<file path="config.mk">
export PLATFORM = sky130hd
export DESIGN_NAME = keypad_code_tx
export DESIGN_NICKNAME = d
export VERILOG_FILES = /design/src/rtl/home_auto_pkg.sv /design/src/rtl/key_debounce.sv /design/src/rtl/keypad_code_tx.sv
export SDC_FILE = /design/constraint.sdc
export NUM_CORES = 1
export LEC_CHECK = 0
export BUFFER_PORTS_ARGS = -buffer_cell sky130_fd_sc_hd__buf_2
export CAP_MARGIN = 40
export CORE_MARGIN = 5
export CORE_UTILIZATION = 58
export DETAILED_ROUTE_END_ITERATION = 10
export PLACE_DENSITY = 0.88
export RECOVER_POWER = 25
export REMOVE_ABC_BUFFERS = 1
export SYNTH_ARGS = -nofsm -noshare
export SYNTH_HDL_FRONTEND = slang
export SYNTH_SLANG_ARGS = --single-unit
</file>
<file path="constraint.sdc">
create_clock -name clk -period 2.15 [get_ports clk]
set_input_delay 0.1075 -clock clk [delete_from_list [all_inputs] [get_ports clk]]
set_output_delay 0.1075 -clock clk [all_outputs]
set_load 0.05 [all_outputs]
</file>
<file path="src/rtl/home_auto_pkg.sv">
// Shared types and default sizes for the home-automation door-lock path.
// The digit constants are also used by the lock checker on the receive side.
package home_auto_pkg;

    localparam int DIGITS_DEF  = 4;
    localparam int DIGIT_W_DEF = 4;

    typedef enum logic [1:0] {
        IDLE,
        COLLECT,
        SEND
    } tx_state_e;

endpackage

</file>
<file path="src/rtl/key_debounce.sv">
// Turns the bouncy key_valid level into one accept pulse per press.
// The pulse is combinational so the digit on key_in is captured in the same cycle.
module key_debounce #(
    parameter int DEBOUNCE_CYC = 4
) (
    input  logic clk,
    input  logic rst,
    input  logic key_valid,
    output logic key_accept
);

    localparam int CW = $clog2(DEBOUNCE_CYC + 1);

    logic [CW-1:0] cnt;

    assign key_accept = key_valid && (cnt == CW'(DEBOUNCE_CYC - 1));

    // Saturating at DEBOUNCE_CYC means a held key never accepts twice
    always_ff @(posedge clk) begin
        if (rst) begin
            cnt <= '0;
        end else if (!key_valid) begin
            cnt <= '0;
        end else if (cnt != CW'(DEBOUNCE_CYC)) begin
            cnt <= cnt + 1'b1;
        end
    end

endmodule

</file>
<file path="src/rtl/keypad_code_tx.sv">
// Collects debounced keypad digits into a small buffer and streams the code
// to the lock checker over valid/ready when ENTER is pressed.
module keypad_code_tx
    import home_auto_pkg::*;
#(
    parameter int DIGITS       = DIGITS_DEF,
    parameter int DIGIT_W      = DIGIT_W_DEF,
    parameter int DEBOUNCE_CYC = 4,
    parameter int TIMEOUT_CYC  = 1000
) (
    input  logic                         clk,
    input  logic                         rst,
    input  logic [DIGIT_W-1:0]           key_in,
    input  logic                         key_valid,
    input  logic                         key_enter,
    input  logic                         key_clear,
    output logic [DIGIT_W-1:0]           code_data,
    output logic                         code_valid,
    input  logic                         code_ready,
    output logic                         code_last,
    output logic                         busy,
    output logic [$clog2(DIGITS+1)-1:0]  entry_cnt,
    output logic                         timeout_err
);

    localparam int CW = $clog2(DIGITS + 1);
    localparam int IW = (DIGITS > 1) ? $clog2(DIGITS) : 1;
    localparam int TW = $clog2(TIMEOUT_CYC);

    tx_state_e          state;
    tx_state_e          state_next;
    logic               key_accept;
    logic               timer_hit;
    logic [IW-1:0]      idx;
    logic [IW-1:0]      last_idx;
    logic [TW-1:0]      idle_timer;
    logic [DIGIT_W-1:0] buffer [DIGITS];

    key_debounce #(
        .DEBOUNCE_CYC(DEBOUNCE_CYC)
    ) u_debounce (
        .clk       (clk),
        .rst       (rst),
        .key_valid (key_valid),
        .key_accept(key_accept)
    );

    assign last_idx   = IW'(entry_cnt - CW'(1));
    assign code_valid = (state == SEND);
    assign busy       = (state == SEND);
    assign code_last  = code_valid && (idx == last_idx);
    assign code_data  = buffer[idx];

    // A fresh accept restarts the idle window, and clear/enter take precedence
    assign timer_hit = (state == COLLECT) && !key_accept && !key_clear && !key_enter
                       && (idle_timer == TW'(TIMEOUT_CYC - 1));

    always_ff @(posedge clk) begin
        if (rst) begin
            state <= IDLE;
        end else begin
            state <= state_next;
        end
    end

    always_comb begin
        state_next = state;
        case (state)
            IDLE: begin
                if (key_accept) state_next = COLLECT;
            end
            COLLECT: begin
                if (key_clear)      state_next = IDLE;
                else if (key_enter) state_next = SEND;
                else if (timer_hit) state_next = IDLE;
            end
            SEND: begin
                if (code_ready && code_last) state_next = IDLE;
            end
            default: state_next = IDLE;
        endcase
    end

    // Buffer, counters and the timeout pulse
    always_ff @(posedge clk) begin
        if (rst) begin
            entry_cnt   <= '0;
            idx         <= '0;
            idle_timer  <= '0;
            timeout_err <= 1'b0;
            for (int i = 0; i < DIGITS; i++) begin
                buffer[i] <= '0;
            end
        end else begin
            timeout_err <= timer_hit;
            case (state)
                IDLE: begin
                    idx <= '0;
                    if (key_accept) begin
                        buffer[0]  <= key_in;
                        entry_cnt  <= CW'(1);
                        idle_timer <= '0;
                    end
                end
                COLLECT: begin
                    idx <= '0;
                    if (key_clear || timer_hit) begin
                        entry_cnt <= '0;
                    end else if (key_accept) begin
                        idle_timer <= '0;
                        if (entry_cnt < CW'(DIGITS)) begin
                            buffer[entry_cnt[IW-1:0]] <= key_in;
                            entry_cnt                 <= entry_cnt + 1'b1;
                        end
                    end else begin
                        idle_timer <= idle_timer + 1'b1;
                    end
                end
                SEND: begin
                    if (code_ready) begin
                        if (code_last) begin
                            entry_cnt <= '0;
                            idx       <= '0;
                        end else begin
                            idx <= idx + 1'b1;
                        end
                    end
                end
                default: ;
            endcase
        end
    end

endmodule

</file>
==> impl_metrics.ini, run 1 <==
[clocking]
cts_setup_buffers = 0
clk_latency_ns = 0.35
cts_htree_levels = 2
clockBufferDepth = 2
clkTransAtPathRegs_ns = 0.11
cts_tree = yes
clockRootBuffer = clkbuf_4
numCtsBuffers = 5
cts.sinks = 39

[grt]
grt_pass1_wl_mm = 6.396
grt.overflow.total = 0
grt_start_max_net_pins = 16
antenna_found_initial = 0
track_usage_pct = 18.87
grt_pass1_vias = 1379

[placement]
place_ws_ns = 0.1331
numPortBuffers = 20
globalplace.congestion = 0.8660
dpl.hpwl_mm = 3.044

[yosys]
async_flop_share_pct = 0
postSynthAreaPerCell_um2 = 10.28
yosysSeqAreaShare_pct = 47.18
synth_edf_count = 16
yosys_warnings = 0
synth_top_family_by_area = simple AND/OR/NAND/NOR gates
synth_area_mm2 = 0.001994
synthMuxAreaShare_pct = 5.521
synth-xor-area-share_pct = 4.831
yosys.area_share.simple_pct = 25.72
synth-compound-area-share_pct = 8.657
ys_types = 44
synth-seq-cells = 39
synth-adder-area-share_pct = 5.646
synthCells = 194
synthFlopType = dfxtp_1

[drt]
ant_nets = 0
wl_mm = 3.960
wl_per_cell_um = 14.40
num_vias = 1517
drtIter0Drc = 59
drt-vias-per-instance = 5.516
drcViolationCount = 0
drtPass1Iterations = 4

[worst_setup_path]
startpoint_type = flip-flop
path_class = flip-flop to flip-flop
cp_max_fo = 6
crit_arrival_ns = 2.21
crit_required_ns = 2.40
cp-end-kind = flip-flop
reg2regPathDepth = 6

[cells_and_area]
final_common_cell = dfxtp_1
drive_gt1_share_pct = 17.03
final_cell_mix = dfxtp_1, nor2_1, and2_1
post-route-util_pct = 68.43
syn_to_final_growth_pct = 14.49
insertedDiodeCount = 0
nNetsFinal = 247

[timing]
finalCritPeriodShare_pct = 91.18
timing.fmax_mhz = 510.1
setup_viol = 0
slew_headroom_pct = 60.38
skew_ns = 0.01240
drv_slew = 0
period_needed_ns = 1.960
hold_violations = 0
worst_slew_pin_slew_ns = 0.5968
setup_slack_ns = 0.1896
hold_ws_ns = 0.06074
rsz0062_at_grt = false

[floorplanning]
dieWidth_um = 68.64
die_area_mm2 = 0.004711
core_mm2 = 0.003337
die_y_um = 68.64
start_util_pct = 59.77
row_count = 21
io_pins = 21

[power_and_ir_drop]
irDropWorstVdd_v = 0.0005314
p_per_area_mw_per_mm2 = 672.9
p_leak_nw = 0.8618
power_mw = 1.537

[min_path]
holdCritPathClass = primary input to flip-flop
holdPathStages = 3

[status]
outcome = completed

[flow_run]
drv_cap = 0
==> final timing paths <==
path	start	endpoint	slack, ns
setup / recovery	entry_cnt[1]	entry_cnt[0]	0.19
hold / removal	key_enter	state[1]	0.06
setup reg to reg	entry_cnt[1]	entry_cnt[0]	0.19
hold reg to reg	u_debounce.cnt[2]	u_debounce.cnt[1]	0.51
==> per-stage QoR <==
step	TNS (ns)	cell area (um^2)	cells
3_3_place_gp	0	2212	267
4_1_cts	0	2293	275
6_report	0	2283	275
5_1_grt	0	2283	275
3_5_place_dp	0	2212	267
2_1_floorplan	-0.5803	1979	191
==> state kept, by name, summed over array words and instances, names as in the netlist, named ones only <==
signal,count
buffer,16
idle_timer,10
entry_cnt,3
u_debounce.cnt,3
idx,2
state,2
timeout_err,1
==> cell type report <==
cell class	count	area, um^2
Multi-Input combinational cell	143	1013
Timing Repair Buffer	30	155.1
Inverter	9	33.78
Clock buffer	5	37.54
Sequential cell	39	942.2
Tap cell	46	57.56
Clock inverter	3	43.79
Fill cell	292	1054
==> metal layers <==
metal / track usage [%] / part of all wire [%]
met1: 23.94 / 45
met3: 5.024 / 3.5
met5: 0 / 0
met2: 30.39 / 50
met4: 7.692 / 2.2
==> critical path, cell delays in order, from the launching register on <==
cell,delay (ns)
dfxtp_1,0.47
ha_1,0.31
xnor2_1,0.16
o21a_1,0.25
nor4_4,0.40
o21ai_1,0.10
a22o_1,0.18
==> cell families (layout without fill, tap and decap cells) <==
| family | after synthesis | after routing |
|---|---|---|
| AO/OA/AOI/OAI | 26 | 26 |
| XOR/XNOR | 11 | 11 |
| adder cells (fa/ha/maj) | 9 | 9 |
| buffers and inverters | 12 | 47 |
| flip-flops | 39 | 39 |
| multiplexers | 6 | 6 |
| AND/OR/NAND/NOR | 91 | 91 |
==> power breakdown <==
| part | internal (mW) | switching, mW | total [mW] |
|---|---|---|---|
| sequential | 0.792 | 0.0231 | 0.815 |
| combinational | 0.0860 | 0.150 | 0.236 |
| clock | 0.245 | 0.241 | 0.486 |
==> cell usage after synthesis (all sizes together), types with 3 or more instances <==
cell type  number  area [um^2]
xor2            8        70.07
mux4            4        90.09
nand2          13        48.80
and2           18        112.6
nor4            4        40.04
or2             3        18.77
edfxtp         16        480.5
ha              9        112.6
nand3           8        40.04
nor3            5        25.02
nor2           20        75.07
dfxtp          23        460.4
nand4           4        25.02
o21ai           5        25.02
xnor2           3        26.28
a21oi           8        40.04
inv             9        33.78
==> repair_timing <==
action                                  4_1_cts  5_1_grt
endpoints found under the setup margin        0       10
hold buffers                                  0        0
gates resized for setup                       0        3
(Power assumes the default switching activity.)
==> run 2: changes to the inputs <==
clock period = 1.95 ns   (was 2.15 ns; I/O delays follow)
==> impl_metrics.ini, run 2 (same netlist as run 1, synthesis figures left out) <==
[worst_setup_path]
worstPathCellList = ha_1 > ha_2 > nand3_1 > or3_1 > o211ai_1 > buf_4
path_class = flip-flop to flip-flop
reg2regPathDepth = 6
crit_required_ns = 2.02
slowest_stage = dfxtp_1
rrSetupSlack_ns = 0.03
cp_max_fo = 4
startpoint = u_debounce.cnt[1]
startpoint_type = flip-flop
r2r_start = u_debounce.cnt[1]
cp-endpoint = buffer[0][0]
r2r_end = buffer[0][0]
slowest_delay_ns = 0.37
cp-end-kind = flip-flop
crit_arrival_ns = 1.99

[timing]
worst_slew_pin_slew_ns = 0.5957
setup_viol = 0
hold_violations = 0
tns_ns = 0
setup_slack_ns = 0.02748
drv_slew = 0
period_needed_ns = 1.923
finalCritPeriodShare_pct = 98.59
skew_ns = 0.01519
timing.fmax_mhz = 520.2
slew_headroom_pct = 60.46

[flow_run]
drv_cap = 0

[floorplanning]
io_pins = 21
start_util_pct = 59.77
die_area_mm2 = 0.004711
dieWidth_um = 68.64
core_mm2 = 0.003337
row_count = 21
die_y_um = 68.64

[cells_and_area]
top_register = buffer
final_cell_mix = nor2_1, dfxtp_1, and2_1
post-route-util_pct = 71.54
nNetsFinal = 254
drive_gt1_share_pct = 24.58
largestRegisters = buffer (16), idle_timer (10)
largest_reg_flops = 16
syn_to_final_growth_pct = 19.70
insertedDiodeCount = 0
fill_cells = 262
fin_area_mm2 = 0.002387

[clocking]
cts_tree = yes
cts_htree_levels = 2
cts.sinks = 39
clockRootBuffer = clkbuf_4
clk_latency_ns = 0.35
hold_buffers = 0
clockBufferDepth = 2
numCtsBuffers = 5
clkTransAtPathRegs_ns = 0.11

[grt]
use_met1_pct = 23.55
met2_usage_pct = 32.30
grt_pass1_wl_mm = 6.658
antenna_found_initial = 0
grt.overflow.total = 0
track_usage_pct = 19.44
grt_use_met3_pct = 5.186
grt_start_max_net_pins = 16
grt-busiest-layer = met2
grt_pass1_vias = 1525

[drt]
drt-vias-per-instance = 5.713
ant_nets = 0
wl_mm = 4.173
drtIter0Drc = 73
num_vias = 1611
wl_per_cell_um = 14.80
drtPass1Iterations = 4
drcViolationCount = 0

[placement]
dpl_cell_area_mm2 = 0.002257
dpl.hpwl_mm = 3.062
place_ws_ns = 0.003331
globalplace.congestion = 0.8509
numPortBuffers = 20

[power_and_ir_drop]
p_per_area_mw_per_mm2 = 726.0
irDropWorstVdd_v = 0.0004640
p_leak_nw = 0.9154

[status]
outcome = completed

[min_path]
holdCritPathClass = primary input to flip-flop
-- run 2: worst max-delay path: cells and delay by family, from the launching register on --
kind / cells / cell delay (ns)
simple gates: 2 / 0.48
fa+ha+maj: 2 / 0.38
flops: 1 / 0.37
buf+inv: 1 / 0.18
compound gates: 1 / 0.23
-- run 2: final cells by class --
cell class / instances / area, um^2 / area share [%]
multi-input cells: 143 / 1057 / 44.29
clock buffers: 5 / 37.54 / 1.572
well taps: 46 / 57.56 / 2.411
repair buffers: 37 / 212.7 / 8.910
flip-flops and latches: 39 / 944.7 / 39.57
inverters: 9 / 33.78 / 1.415
clock inverters: 3 / 43.79 / 1.834
-- run 2: report_power, final --
part	internal, mW	switching (mW)
clock	0.270	0.266
combinational	0.118	0.193
sequential	0.872	0.0140
-- run 2: worst min path at each step --
stage / start / end / slack, ns / cells after the start
6_report: key_enter / state[1] / 0.06 / 3
3_3_place_gp: key_enter / state[1] / 0.39 / 3
5_1_grt: key_enter / state[1] / 0.05 / 3
3_5_place_dp: key_enter / state[1] / 0.39 / 3
4_1_cts: key_enter / state[1] / 0.02 / 3
2_1_floorplan: rst / idle_timer[1] / 0.17 / 1
-- run 2: layer usage --
layer / wire length (um) / vias to the layer above / part of all wire (%)
li1: - / 780 / -
met4: 82 / 0 / 2.0
met5: 0 / - / 0
met3: 192 / 10 / 4.6
met2: 2115 / 42 / 51
met1: 1782 / 779 / 43
-- run 2: repair_timing --
action / 4_1_cts / 5_1_grt
cloned: 0 / 0
endpoints found under the setup margin: 6 / 31
resized for setup: 1 / 13
pin swaps: 1 / 1
buffers inserted: 1 / 0
-- run 2: stage by stage --
| step | power, mW | cells | hold slack [ns] |
|---|---|---|---|
| finish | 1.733 | 282 | 0.06188 |
| global route | 1.807 | 282 | 0.04932 |
| CTS | 1.724 | 282 | 0.01724 |
| detailed placement | 1.194 | 273 | 0.3909 |
| global placement | 1.186 | 273 | 0.3932 |
| floorplan | 1.091 | 191 | 0.1666 |
